<file path="src/rtl/pong_game_sequencer_if.sv">
// Game-side signal bundle for the Pong sequencer: controller/frame/miss inputs
// and the ball-control, score and status outputs.
interface pong_game_sequencer_if;
    logic       frame_tick;
    logic       start_btn;
    logic       miss_left;
    logic       miss_right;
    logic       pause_btn;
    logic       ball_reset;
    logic       move_en;
    logic       serve_dir;
    logic [3:0] score_left;
    logic [3:0] score_right;
    logic       game_over;
    logic       winner;
    logic [2:0] seq_state;

    modport master (
        output frame_tick, start_btn, miss_left, miss_right, pause_btn,
        input  ball_reset, move_en, serve_dir, score_left, score_right,
               game_over, winner, seq_state
    );

    modport slave (
        input  frame_tick, start_btn, miss_left, miss_right, pause_btn,
        output ball_reset, move_en, serve_dir, score_left, score_right,
               game_over, winner, seq_state
    );
endinterface

</file>
<file path="src/rtl/pong_game_sequencer.sv">
// Pong match scheduler: serve hold, per-frame move enable, scoring and match end.
// Optional pause (pause_btn toggles a PAUSE state shown as seq_state 5) under `SEQ_PAUSE_EN.
module pong_game_sequencer #(
    parameter int unsigned WIN_SCORE    = 7,
    parameter int unsigned SERVE_FRAMES = 60,
    parameter int unsigned POINT_FRAMES = 30,
    parameter int unsigned SPEED_DIV    = 1
) (
    input logic                  clk,
    input logic                  reset_n,
    pong_game_sequencer_if.slave bus
);
    localparam int unsigned SCORE_W = 4;
    localparam int unsigned CNT_W   = 8;
    localparam int unsigned SPD_W   = 4;

    typedef enum logic [2:0] {
        S_IDLE  = 3'd0,
        S_SERVE = 3'd1,
        S_PLAY  = 3'd2,
        S_POINT = 3'd3,
        S_OVER  = 3'd4,
        S_PAUSE = 3'd5
    } state_t;

    state_t             r_state, w_nxt_state;
    logic [CNT_W-1:0]   r_cnt, w_nxt_cnt;
    logic [SPD_W-1:0]   r_spd, w_nxt_spd;
    logic [SCORE_W-1:0] r_score_l, w_nxt_score_l;
    logic [SCORE_W-1:0] r_score_r, w_nxt_score_r;
    logic               r_start_q;
    logic               r_ball_reset, w_nxt_ball_reset;
    logic               r_move_en, w_nxt_move_en;
    logic               r_serve_dir, w_nxt_serve_dir;
    logic               r_game_over, w_nxt_game_over;
    logic               r_winner, w_nxt_winner;
    logic               w_start_edge;
    logic               w_miss_any;
    logic               w_win_reached;

    assign w_start_edge  = bus.start_btn & ~r_start_q;
    assign w_miss_any    = bus.miss_left | bus.miss_right;
    assign w_win_reached = (r_score_l == SCORE_W'(WIN_SCORE)) ||
                           (r_score_r == SCORE_W'(WIN_SCORE));

`ifdef SEQ_PAUSE_EN
    logic r_pause_q;
    logic w_pause_edge;
    assign w_pause_edge = bus.pause_btn & ~r_pause_q;

    always_ff @(posedge clk or negedge reset_n) begin
        if (!reset_n) r_pause_q <= 1'b0;
        else          r_pause_q <= bus.pause_btn;
    end
`endif

    // Next-state and next-output logic; a frame tick in a transition cycle only feeds the old state's counter
    always_comb begin
        w_nxt_state     = r_state;
        w_nxt_cnt       = r_cnt;
        w_nxt_spd       = r_spd;
        w_nxt_score_l   = r_score_l;
        w_nxt_score_r   = r_score_r;
        w_nxt_move_en   = 1'b0;
        w_nxt_serve_dir = r_serve_dir;
        w_nxt_game_over = r_game_over;
        w_nxt_winner    = r_winner;

        case (r_state)
            S_IDLE: begin
                if (w_start_edge) begin
                    w_nxt_score_l = '0;
                    w_nxt_score_r = '0;
                    w_nxt_cnt     = '0;
                    w_nxt_state   = S_SERVE;
                end
            end
            S_SERVE: begin
                if (bus.frame_tick) begin
                    if (r_cnt == CNT_W'(SERVE_FRAMES - 1)) begin
                        w_nxt_cnt   = '0;
                        w_nxt_state = S_PLAY;
                    end else begin
                        w_nxt_cnt = r_cnt + CNT_W'(1);
                    end
                end
            end
            S_PLAY: begin
                if (bus.frame_tick) begin
                    if (r_spd == SPD_W'(SPEED_DIV - 1)) begin
                        w_nxt_spd     = '0;
                        w_nxt_move_en = 1'b1;
                    end else begin
                        w_nxt_spd = r_spd + SPD_W'(1);
                    end
                end
                // A miss wins over a pending move; a double miss is a no-score replay
                if (w_miss_any) begin
                    w_nxt_move_en = 1'b0;
                    w_nxt_state   = S_POINT;
                    if (bus.miss_left && !bus.miss_right) begin
                        w_nxt_score_r   = r_score_r + SCORE_W'(1);
                        w_nxt_serve_dir = 1'b0;
                    end else if (bus.miss_right && !bus.miss_left) begin
                        w_nxt_score_l   = r_score_l + SCORE_W'(1);
                        w_nxt_serve_dir = 1'b1;
                    end
                end
`ifdef SEQ_PAUSE_EN
                else if (w_pause_edge) begin
                    w_nxt_move_en = 1'b0;
                    w_nxt_state   = S_PAUSE;
                end
`endif
            end
`ifdef SEQ_PAUSE_EN
            S_PAUSE: begin
                if (w_pause_edge) w_nxt_state = S_PLAY;
            end
`endif
            S_POINT: begin
                if (bus.frame_tick) begin
                    if (r_cnt == CNT_W'(POINT_FRAMES - 1)) begin
                        w_nxt_cnt = '0;
                        if (w_win_reached) begin
                            w_nxt_state     = S_OVER;
                            w_nxt_game_over = 1'b1;
                            w_nxt_winner    = (r_score_r == SCORE_W'(WIN_SCORE));
                        end else begin
                            w_nxt_state = S_SERVE;
                        end
                    end else begin
                        w_nxt_cnt = r_cnt + CNT_W'(1);
                    end
                end
            end
            S_OVER: begin
                if (w_start_edge) begin
                    w_nxt_score_l   = '0;
                    w_nxt_score_r   = '0;
                    w_nxt_game_over = 1'b0;
                    w_nxt_cnt       = '0;
                    w_nxt_state     = S_SERVE;
                end
            end
            default: w_nxt_state = S_IDLE;
        endcase

        w_nxt_ball_reset = !((w_nxt_state == S_PLAY) || (w_nxt_state == S_PAUSE));
    end

    always_ff @(posedge clk or negedge reset_n) begin
        if (!reset_n) begin
            r_state      <= S_IDLE;
            r_cnt        <= '0;
            r_spd        <= '0;
            r_score_l    <= '0;
            r_score_r    <= '0;
            r_start_q    <= 1'b0;
            r_ball_reset <= 1'b1;
            r_move_en    <= 1'b0;
            r_serve_dir  <= 1'b0;
            r_game_over  <= 1'b0;
            r_winner     <= 1'b0;
        end else begin
            r_state      <= w_nxt_state;
            r_cnt        <= w_nxt_cnt;
            r_spd        <= w_nxt_spd;
            r_score_l    <= w_nxt_score_l;
            r_score_r    <= w_nxt_score_r;
            r_start_q    <= bus.start_btn;
            r_ball_reset <= w_nxt_ball_reset;
            r_move_en    <= w_nxt_move_en;
            r_serve_dir  <= w_nxt_serve_dir;
            r_game_over  <= w_nxt_game_over;
            r_winner     <= w_nxt_winner;
        end
    end

    assign bus.ball_reset  = r_ball_reset;
    assign bus.move_en     = r_move_en;
    assign bus.serve_dir   = r_serve_dir;
    assign bus.score_left  = r_score_l;
    assign bus.score_right = r_score_r;
    assign bus.game_over   = r_game_over;
    assign bus.winner      = r_winner;
    assign bus.seq_state   = r_state;
endmodule

</file>
<file path="src/flat_wrapper.sv">
// flat-port wrapper written by rule: the top's interface ports become plain ports
module pong_game_sequencer_flat 
#(
    parameter int unsigned WIN_SCORE    = 7,
    parameter int unsigned SERVE_FRAMES = 60,
    parameter int unsigned POINT_FRAMES = 30,
    parameter int unsigned SPEED_DIV    = 1
)
  (clk, reset_n, bus_frame_tick, bus_start_btn, bus_miss_left, bus_miss_right, bus_pause_btn, bus_ball_reset, bus_move_en, bus_serve_dir, bus_score_left, bus_score_right, bus_game_over, bus_winner, bus_seq_state);
  pong_game_sequencer_if bus_i ();
  input logic clk;
  input logic reset_n;
  input wire logic [$bits(bus_i.frame_tick)-1:0] bus_frame_tick;
  input wire logic [$bits(bus_i.start_btn)-1:0] bus_start_btn;
  input wire logic [$bits(bus_i.miss_left)-1:0] bus_miss_left;
  input wire logic [$bits(bus_i.miss_right)-1:0] bus_miss_right;
  input wire logic [$bits(bus_i.pause_btn)-1:0] bus_pause_btn;
  output wire logic [$bits(bus_i.ball_reset)-1:0] bus_ball_reset;
  output wire logic [$bits(bus_i.move_en)-1:0] bus_move_en;
  output wire logic [$bits(bus_i.serve_dir)-1:0] bus_serve_dir;
  output wire logic [$bits(bus_i.score_left)-1:0] bus_score_left;
  output wire logic [$bits(bus_i.score_right)-1:0] bus_score_right;
  output wire logic [$bits(bus_i.game_over)-1:0] bus_game_over;
  output wire logic [$bits(bus_i.winner)-1:0] bus_winner;
  output wire logic [$bits(bus_i.seq_state)-1:0] bus_seq_state;
  assign bus_i.frame_tick = bus_frame_tick;
  assign bus_i.start_btn = bus_start_btn;
  assign bus_i.miss_left = bus_miss_left;
  assign bus_i.miss_right = bus_miss_right;
  assign bus_i.pause_btn = bus_pause_btn;
  assign bus_ball_reset = bus_i.ball_reset;
  assign bus_move_en = bus_i.move_en;
  assign bus_serve_dir = bus_i.serve_dir;
  assign bus_score_left = bus_i.score_left;
  assign bus_score_right = bus_i.score_right;
  assign bus_game_over = bus_i.game_over;
  assign bus_winner = bus_i.winner;
  assign bus_seq_state = bus_i.seq_state;
  pong_game_sequencer #(.WIN_SCORE(WIN_SCORE), .SERVE_FRAMES(SERVE_FRAMES), .POINT_FRAMES(POINT_FRAMES), .SPEED_DIV(SPEED_DIV)) u_core (.clk(clk), .reset_n(reset_n), .bus(bus_i));
endmodule
</file>
<file path="config.mk">
export PLATFORM = sky130hd
export DESIGN_NAME = pong_game_sequencer_flat
export DESIGN_NICKNAME = d
export VERILOG_FILES = /design/src/rtl/pong_game_sequencer_if.sv /design/src/rtl/pong_game_sequencer.sv /design/src/flat_wrapper.sv
export SDC_FILE = /design/constraint.sdc
export NUM_CORES = 1
export LEC_CHECK = 0
export CAP_MARGIN = 20
export CORE_MARGIN = 5
export CORE_UTILIZATION = 54
export CTS_CLUSTER_DIAMETER = 200
export DETAILED_ROUTE_END_ITERATION = 7
export PLACE_DENSITY = 0.79
export SLEW_MARGIN = 20
export SYNTH_ARGS = -nofsm -noshare
export SYNTH_HDL_FRONTEND = slang
export SYNTH_SLANG_ARGS = --single-unit
</file>
<file path="constraint.sdc">
create_clock -name clk -period 2.15 [get_ports clk]
set_clock_uncertainty 0.15 [all_clocks]
set_input_delay 0.3225 -clock clk [delete_from_list [all_inputs] [get_ports clk]]
set_output_delay 0.3225 -clock clk [all_outputs]
set_load 0.03 [all_outputs]
</file>
Word level (Yosys, flattened, before mapping)
Index checks and enable logic that the tools add are counted.
- flip-flop bits (word level): 29
- logic and storage cells: 93
- memories: 0
- memory bits (read-only): 0
- bits in writable memories: 0
- bits in latches: 0
- bitwise gates (word level): 3
- eq/ne operators: 20
- reductions and logical operators: 21
- order comparisons: 0
- $mul: 0
- divide/modulo/power cells: 0
- add/subtract/negate cells: 4
- shift operators: 0
- mux-type cells: 34
- operators by type and width (kind ; count):
    8-bit 2-to-1 mux ; 5
    4-bit 2-to-1 mux ; 7
    8-bit case mux with 3 select lines ; 1
    3-bit 2-to-1 mux ; 7
    4-bit case mux with 2 select lines ; 2
    2-bit by 1-bit != test with 1-bit output, second input constant ; 7
    4-bit by 1-bit adder with 4-bit output, second input constant ; 3
    3-bit case mux with 4 select lines ; 1
    4-bit AND reduction ; 3
    1-bit 2-to-1 mux ; 10
    5-bit AND reduction ; 2
    3-bit by 2-bit equality test with 1-bit output, second input constant ; 3
    8-bit by 1-bit adder with 8-bit output, second input constant ; 1
    4-bit by 3-bit equality test with 1-bit output, second input constant ; 2
    8-bit by 5-bit equality test with 1-bit output, second input constant ; 1
    8-bit by 6-bit equality test with 1-bit output, second input constant ; 1
    3-bit equality test, second input constant ; 2
    2-bit != test, second input constant ; 3
    2-bit nonzero test ; 3
    4-bit zero test ; 1
    3-bit by 1-bit equality test with 1-bit output, second input constant ; 1
    1-bit zero test ; 3
    3-bit zero test ; 1
    3-bit AND reduction ; 1
    other kinds (9) ; 11

Logic depth before layout (Yosys ltp)
Gate-level depths: netlist (run 1).
- depth after elaboration: 9
- depth in mapped cells: 7

Least setup slack after synthesis (run 1)
OpenSTA, ideal clock, no wires.
- path type: register to register
- start: register u_core.r_score_r[0] (netlist: u_core.bus.score_right[0])
- end: register u_core.r_winner (netlist: u_core.bus.winner)
- stages on the path, launching flop included: 6
- setup slack: 170 ps
- period minus slack after synthesis: 1980 ps
- setup time: 125 ps
- arrival time: 1705 ps
- buffers on the path: 0
- cell sequence: dfrtp_1 ha_1 and3b_1 a31oi_1 or4_4 mux2_4
- cells in the longest elaborated chain, start to end: 3
- ends and longest elaborated chain (element ; RTL line ; text):
    start: declaration ; pong_game_sequencer.sv:30 ; logic [SCORE_W-1:0] r_score_r, w_nxt_score_r;
    start signal: assignment ; pong_game_sequencer.sv:170 ; r_score_r <= w_nxt_score_r;
    4-bit by 3-bit equality test with 1-bit output * ; pong_game_sequencer.sv:44, pong_game_sequencer.sv:128 ;
    1-bit logical OR ; pong_game_sequencer.sv:43 ; assign w_win_reached = (r_score_l == SCORE_W'(WIN_SCORE)) ||
    4-bit AND reduction (no source line) ; -- ;
    end signal: assignment ; pong_game_sequencer.sv:176 ; r_winner <= w_nxt_winner;
    end: declaration ; pong_game_sequencer.sv:36 ; logic r_winner, w_nxt_winner;
Mark *: on every way between the ends. The rest lies on a longest branch, timed or not.
A chain may end at the register's enable or synchronous reset.

Final worst setup path (run 1)
- start: register u_core.r_cnt[1]
- end: register u_core.r_winner (netlist: u_core.bus.winner)
- cells in the longest elaborated chain, start to end: 2
- ends and longest elaborated chain (element ; RTL line ; text):
    start: declaration ; pong_game_sequencer.sv:27 ; logic [CNT_W-1:0] r_cnt, w_nxt_cnt;
    start signal: assignment ; pong_game_sequencer.sv:167 ; r_cnt <= w_nxt_cnt;
    8-bit by 5-bit equality test with 1-bit output ; pong_game_sequencer.sv:123 ; if (r_cnt == CNT_W'(POINT_FRAMES - 1)) begin
    4-bit AND reduction (no source line) ; -- ;
No other way between the ends.

==> flow_summary.ini, run 1 <==
[outcome]
status = finished, violations left
violations = setup timing

[critical_path]
r2r_setup_slack_ps = -10
required_ps = 2220
r2r_cells = 6
crit_path_end_kind = flop
path_buf_inv = 1
reg2reg_to = u_core.bus.winner
critical_path_arrival_ps = 2230
max_stage_delay_ps = 520
critPathLaunch = u_core.r_cnt[1]
crit_path_cell_trace = inv_1 -> ha_1 -> nor4b_4 -> nand2_1 -> or4_4 -> mux2_4
rr_startpoint = u_core.r_cnt[1]
cpLargestDelayFamily = simple AND/OR/NAND/NOR gates
path_class = flop to flop
start_kind = flop
crit_fanout = 5
critPathSlowestCell = or4_4

[global_routing]
grt_use_total_pct = 19.3
use_met1_pct = 24.8
antenna_found_initial = 0
grt.met3_usage_pct = 6.56
grt_max_degree = 30
grt_first_pass_wirelength_microns = 6200
grt.met2_usage_pct = 30.4
overflow = 0
grt_busiest_layer = met2
first_global_vias = 1350

[placement]
place_congestion = 0.842
post-dp-hpwl_microns = 2660
dpl.cell_count = 226
portBuffers = 21

[power_and_ir_drop]
ir_drop_uv = 652
p_comb_share_pct = 28.2
p_int_uw = 938
powerDensity_nw_per_um2 = 735
leakage_uw = 0.000946
pwr-share-seq_pct = 50.3
switching_share_pct = 36.5
finalPower_uw = 1480
power.switching_uw = 539
power.share.clock_pct = 21.5

[timing]
fmax_mhz = 462
period_share_pct = 101
slew_violations = 0
final.setup.tns_ps = -13.6
worstMarginPinSlew_ps = 453
fin_hold_ws_ps = 217
rsz0062_at_grt = true
setup_viol = 1
slew_headroom_pct = 69.7
report.final.hold_viol_count = 0
timing.final.ws_setup_ps = -13.6
fin_crit_ps = 2160

[floorplanning]
ios = 23
die_w_microns = 64.7
die_area_sq_um = 4190
start_util_pct = 57.7
die_h_microns = 64.7
row_count = 19
coreArea_sq_um = 2810

[cells_and_area]
final_cell_mix = dfrtp_1 (28), nand2_1 (24), clkdlybuf4s50_1 (19)
final_nets = 218
stdcell_count = 234
area_delta_synth_final_pct = 24.3
drive_gt1_share_pct = 14.8
final_common_cell = dfrtp_1
n_antenna_cell = 0

[logic_synthesis]
syn_area_per_cell_sq_um = 9.75
synthCells = 166
synth_top_family_by_area = simple AND/OR/NAND/NOR gates
synthXorXnorAreaFrac_pct = 2.71
syn-cell-area_sq_um = 1620
synth_edf_count = 0
synth_nets = 182
muxShareOfSynthArea_pct = 2.86
synthFlopType = dfrtp_1
synth_fa_ha_area_share_pct = 6.96
synthArstFlopShare_pct = 100
ys_ff_latch = 29
synth_cell_types = 44
yosys_warnings = 0
synth_simple_gate_area_share_pct = 24.4
synth_compound_area_share_pct = 14.8
ys_seq_area_share_pct = 44.9

[cts]
clk_latency_ps = 330
cts_sinks = 29
postCtsSetupRepairBufs = 0
ctsResizeCount = 1
cts_htree_levels = 2
clk_pin_slew_ps = 100
cts_buffer_depth = 2
cts_hold_buffers = 0
cts_buffers = 5
cts-root-buf = clkbuf_4
cts_tree = built

[route]
detail_route.iter0.violations = 63
vias = 1359
drc_errors = 0
wl_per_cell_microns = 15.0
drt_pass1_iterations = 4
wirelength_microns = 3520
via_per_inst = 5.81
ant_nets = 0

[job]
cap_violations = 0

[worst_hold_path]
hold_class = input port to asynchronous set/reset pin
==> sequential cells by signal, indices dropped and copies added (netlist names) <==
name and flops:
u_core.r_start_q 1, u_core.bus.seq_state 3, u_core.bus.score_left 4, u_core.bus.ball_reset 1, u_core.bus.score_right 4, u_core.r_spd 4
u_core.r_cnt 8, u_core.bus.winner 1, u_core.bus.game_over 1, u_core.bus.serve_dir 1, u_core.bus.move_en 1
==> kinds of logic after synthesis <==
family / Yosys count
AND/OR/NAND/NOR: 72
AO/OA/AOI/OAI: 34
flip-flops: 29
buffers and inverters: 13
adder cells (fa/ha/maj): 9
XOR/XNOR: 5
multiplexers: 4
==> layout make-up <==
| type | count | area, sq um |
|---|---|---|
| multi-input cells | 124 | 858 |
| flip-flops and latches | 29 | 727 |
| repair buffers | 33 | 302 |
| well taps | 31 | 38.8 |
| fillers | 216 | 795 |
| clock buffers | 6 | 41.3 |
| inverters | 9 | 33.8 |
| clock inverters | 2 | 10.0 |
==> cell usage after synthesis (3+ instances only) <==
| master | number | share of area (%) |
|---|---|---|
| o21ai_0 | 10 | 3.1 |
| nand2_1 | 24 | 5.6 |
| nor2_1 | 12 | 2.8 |
| and3b_1 | 3 | 1.6 |
| ha_1 | 9 | 7.0 |
| o211ai_1 | 3 | 1.4 |
| buf_2 | 3 | 0.93 |
| xor2_1 | 3 | 1.6 |
| and3_1 | 4 | 1.5 |
| nand3_1 | 9 | 2.8 |
| inv_1 | 9 | 2.1 |
| nor4b_2 | 3 | 2.8 |
| a21oi_1 | 6 | 1.9 |
| dfrtp_1 | 28 | 43 |
| o311ai_1 | 3 | 1.6 |
==> worst max path at each step <==
stage                                           to  cells after the start
after floorplan                  u_core.bus.winner                      5
after global placement    u_core.bus.score_left[2]                      7
after detailed placement  u_core.bus.score_left[2]                      7
after CTS                        u_core.bus.winner                      6
after global routing             u_core.bus.winner                      6
final                            u_core.bus.winner                      6
==> worst reg2reg max path: cells and delay by family (launching register included) <==
family / cells / cell delay [ps]
and+or+nand+nor: 3 / 890
DFF: 1 / 440
muxes: 1 / 310
adders and majority gates: 1 / 170
buffers and inverters: 1 / 90
==> power groups by stage <==
stage / Combinational (uW) / Sequential, uW / Clock (uW)
2_1_floorplan: 272 / 724 / 0
3_3_place_gp: 380 / 733 / 0
3_5_place_dp: 407 / 738 / 0
4_1_cts: 408 / 728 / 330
5_1_grt: 466 / 755 / 361
6_report: 416 / 743 / 318
==> per-stage QoR <==
stage | cell area [sq um] | worst slack, ps | utilization, %
floorplan | 1620 | 170 | -
global placement | 1940 | 35.6 | 69.1
detailed placement | 1940 | -17.9 | 69.1
CTS | 1990 | 1.07 | 70.9
global route | 2010 | -55.1 | 71.7
finish | 2010 | -13.6 | 71.7
==> metal layers <==
layer / vias up / wire (microns)
met5: - / 0
met4: 0 / 48
met3: 6 / 182
met2: 27 / 1630
met1: 659 / 1660
li1: 667 / -
Note: power is estimated with default switching activity, not from simulation.
==> inputs of run 2 (changes only) <==
Settings changed: CORE_ASPECT_RATIO set to 0.7.
==> flow_summary.ini, run 2 (same netlist as run 1, synthesis figures left out) <==
[critical_path]
crit_fanout = 5
critPathSlowestCell = or4_4
cpLargestDelayFamily = simple AND/OR/NAND/NOR gates
path_buf_inv = 1
start_kind = flop
crit_path_end_kind = flop
path_class = flop to flop
critical_path_arrival_ps = 2120
max_stage_delay_ps = 530
crit_path_cell_trace = inv_1 -> ha_1 -> nor4b_4 -> nand2_1 -> or4_4 -> mux2_4
required_ps = 2160

[timing]
rsz0062_at_grt = true
worstMarginPinSlew_ps = 414
fmax_mhz = 474
period_share_pct = 98.2
slew_violations = 0
slew_headroom_pct = 72.4
report.final.hold_viol_count = 0
fin_hold_ws_ps = 274
setup_viol = 0
timing.final.ws_setup_ps = 38.4
fin_crit_ps = 2110

[power_and_ir_drop]
ir_drop_uv = 591
leakage_uw = 0.000943
powerDensity_nw_per_um2 = 795
finalPower_uw = 1610

[global_routing]
grt.met2_usage_pct = 28.0
grt_max_degree = 30
use_met1_pct = 27.4
overflow = 0
grt_busiest_layer = met2
first_global_vias = 1413
grt_first_pass_wirelength_microns = 6340
grt.met3_usage_pct = 5.60
grt_use_total_pct = 19.4
antenna_found_initial = 0

[cts]
postCtsSetupRepairBufs = 0
clk_latency_ps = 280
cts_tree = built
cts_buffer_depth = 2
ctsResizeCount = 0
cts_htree_levels = 2
cts_buffers = 5
clk_pin_slew_ps = 60
cts-root-buf = clkbuf_8
cts_sinks = 29
cts_hold_buffers = 0

[cells_and_area]
final_cell_mix = dfrtp_1 (28), nand2_1 (24), clkdlybuf4s50_1 (20)
final_nets = 215
n_antenna_cell = 0
final_common_cell = dfrtp_1
nFillCells = 218
top_register = u_core.r_cnt
largest_register_ffs = 8
area_delta_synth_final_pct = 25.1
fin_area_sq_um = 2020
drive_gt1_share_pct = 13.0

[placement]
post-dp-hpwl_microns = 2670
place_congestion = 0.823
pre_cts_ws_ps = -4.99
placed_area_sq_um = 1920
portBuffers = 21

[floorplanning]
coreArea_sq_um = 2840
die_w_microns = 75.4
row_count = 16
ios = 23
die_area_sq_um = 4210
die_h_microns = 55.8
start_util_pct = 56.9

[route]
wirelength_microns = 3650
vias = 1369
drt_pass1_iterations = 4
wl_per_cell_microns = 15.5
detail_route.iter0.violations = 103
via_per_inst = 5.80
ant_nets = 0
drc_errors = 0

[job]
cap_violations = 0

[worst_hold_path]
hold_class = input port to asynchronous set/reset pin

[outcome]
status = completed
## run 2: cell count changes in the layout (fill, tap and decap cells not counted), sizes merged
cell           before  now
buf                12    9
clkbuf              6    8
clkdlybuf4s50      19   20
clkinv              2    0
dlygate4sd2         1    0
## run 2: final cells by class
class | count | area [sq um] | area share (%)
multi-input combinational | 124 | 847 | 41.9
sequential | 29 | 727 | 35.9
timing repair buffer | 30 | 280 | 13.9
clock buffer | 8 | 90.1 | 4.45
tap | 36 | 45.0 | 2.23
inverter | 9 | 33.8 | 1.67
## run 2: routing by layer
| layer | part of all wire [%] | wire (microns) |
|---|---|---|
| met1 | 47 | 1720 |
| met2 | 47 | 1730 |
| met3 | 4.5 | 164 |
| met4 | 1.0 | 37 |
| met5 | 0 | 0 |
## run 2: where the power goes
group	total, uW	switching (uW)	internal [uW]
logic	404	215	189
clock network	458	197	260
registers	746	128	618
## run 2: path summary, 6_finish.rpt
path	startpoint	to	slack [ps]	depth (start not counted)
setup / recovery	u_core.r_cnt[1]	u_core.bus.winner	40	6
hold / removal	reset_n	u_core.bus.score_right[0]	270	2
setup reg to reg	u_core.r_cnt[1]	u_core.bus.winner	40	6
hold reg to reg	u_core.r_spd[3]	u_core.r_spd[3]	360	1
max in group asynchronous	reset_n	u_core.bus.ball_reset	1260	2
min in group clk	u_core.r_spd[3]	u_core.r_spd[3]	360	1
## run 2: through the flow
stage | cells | utilization (%) | TNS [ps]
2_1_floorplan | 166 | - | 0
3_3_place_gp | 228 | 67.6 | 0
3_5_place_dp | 228 | 67.6 | -4.99
4_1_cts | 236 | 70.8 | 0
5_1_grt | 236 | 71.2 | -15.4
6_report | 236 | 71.2 | 0
==> inputs of run 3 (changes only) <==
Settings changed: RECOVER_POWER set to 25, TNS_END_PERCENT set to 20.
==> flow_summary.ini, run 3 (same netlist as run 1, synthesis figures left out) <==
[outcome]
status = completed

[cts]
cts_buffer_depth = 2
cts_hold_buffers = 0
cts_tree = built
clk_pin_slew_ps = 60
cts_htree_levels = 2
cts-root-buf = clkbuf_8
cts_sinks = 29
cts_buffers = 5
clk_latency_ps = 280

[power_and_ir_drop]
ir_drop_uv = 591
powerDensity_nw_per_um2 = 795
leakage_uw = 0.000943

[timing]
worstMarginPinSlew_ps = 715
setup_viol = 0
fin_hold_ws_ps = 358
final.setup.tns_ps = 0
rsz0062_at_grt = true
period_share_pct = 98.2
fmax_mhz = 474
slew_violations = 0
slew_headroom_pct = 52.3
report.final.hold_viol_count = 0
fin_crit_ps = 2110

[floorplanning]
die_area_sq_um = 4210
ios = 23
die_h_microns = 55.8
row_count = 16
die_w_microns = 75.4
coreArea_sq_um = 2840
start_util_pct = 56.9

[route]
wirelength_microns = 3650
detail_route.iter0.violations = 103
drc_errors = 0
via_per_inst = 5.81
drt_pass1_iterations = 4
wl_per_cell_microns = 15.5
vias = 1370
ant_nets = 0

[placement]
place_congestion = 0.823
portBuffers = 21
placed_area_sq_um = 1920
dpl.cell_count = 228
post-dp-hpwl_microns = 2670

[critical_path]
critical_path_arrival_ps = 2120
r2r_cells = 6
required_ps = 2160
crit_path_end_kind = flop
start_kind = flop
crit_fanout = 5
path_class = flop to flop

[worst_hold_path]
worstHoldPathCells = 1
hold_class = flop to flop

[cells_and_area]
nFillCells = 219
area_delta_synth_final_pct = 24.9
final_common_cell = dfrtp_1
drive_gt1_share_pct = 13.0
largest_register_ffs = 8
stdcell_count = 236
top_register = u_core.r_cnt
fin_area_sq_um = 2020
n_antenna_cell = 0
final_cell_mix = dfrtp_1 (28), nand2_1 (24), clkdlybuf4s50_1 (18)
final_util_pct = 71.1
final_nets = 215

[global_routing]
grt_use_total_pct = 19.4
overflow = 0
first_global_vias = 1413
grt_first_pass_wirelength_microns = 6340
antenna_found_initial = 0
grt_max_degree = 30

[job]
cap_violations = 0
==> run 3: report_power, final <==
part	switching (uW)	internal (uW)	total, uW	leakage [uW]
Combinational	215	187	402	0.000548
Sequential	128	618	746	0.000350
Clock	197	260	458	0.0000455
==> run 3: final cells by class <==
cell class	instances	area, sq um	share of cell area, %
repair buffers	30	278	13.7
well taps	36	45.0	2.23
multi-input cells	124	847	41.9
flip-flops and latches	29	727	36.0
inverters	9	33.8	1.67
clock buffers	8	90.1	4.46
==> run 3: critical path: stages, from the launching register on <==
cell and delay, ps:
dfrtp_1 420, inv_1 80, ha_1 160, nor4b_4 220
nand2_1 130, or4_4 530, mux2_4 310
==> run 3: through the flow <==
stage / setup slack (ps) / total power, uW
2_1_floorplan: 170 / 996
3_5_place_dp: -4.99 / 1140
5_1_grt: -12.0 / 1710
3_3_place_gp: 38.5 / 1100
4_1_cts: 36.5 / 1610
6_report: 38.4 / 1610
==> run 3: path summary, 6_finish.rpt <==
| kind | startpoint | endpoint | slack (ps) |
|---|---|---|---|
| max | u_core.r_cnt[1] | u_core.bus.winner | 40 |
| min | u_core.r_spd[3] | u_core.r_spd[3] | 360 |
| max reg2reg | u_core.r_cnt[1] | u_core.bus.winner | 40 |
| min reg2reg | u_core.r_spd[3] | u_core.r_spd[3] | 360 |
| max in group asynchronous | reset_n | u_core.r_cnt[7] | 920 |
| min in group asynchronous | reset_n | u_core.bus.score_right[0] | 470 |
==> run 3: timing repair <==
action,in CTS,in global routing
gates resized for setup,0,2
setup buffers,0,0
endpoints found under the setup margin,0,4
endpoints found under the hold margin,0,0
==> run 3: metal layers <==
layer / GRT usage [%] / part of all wire (%) / up-vias
li1: - / - / 664
met1: 27.4 / 47 / 673
met2: 28.0 / 47 / 28
met3: 5.60 / 4.5 / 5
met4: 6.73 / 1.0 / 0
met5: 0 / 0 / -
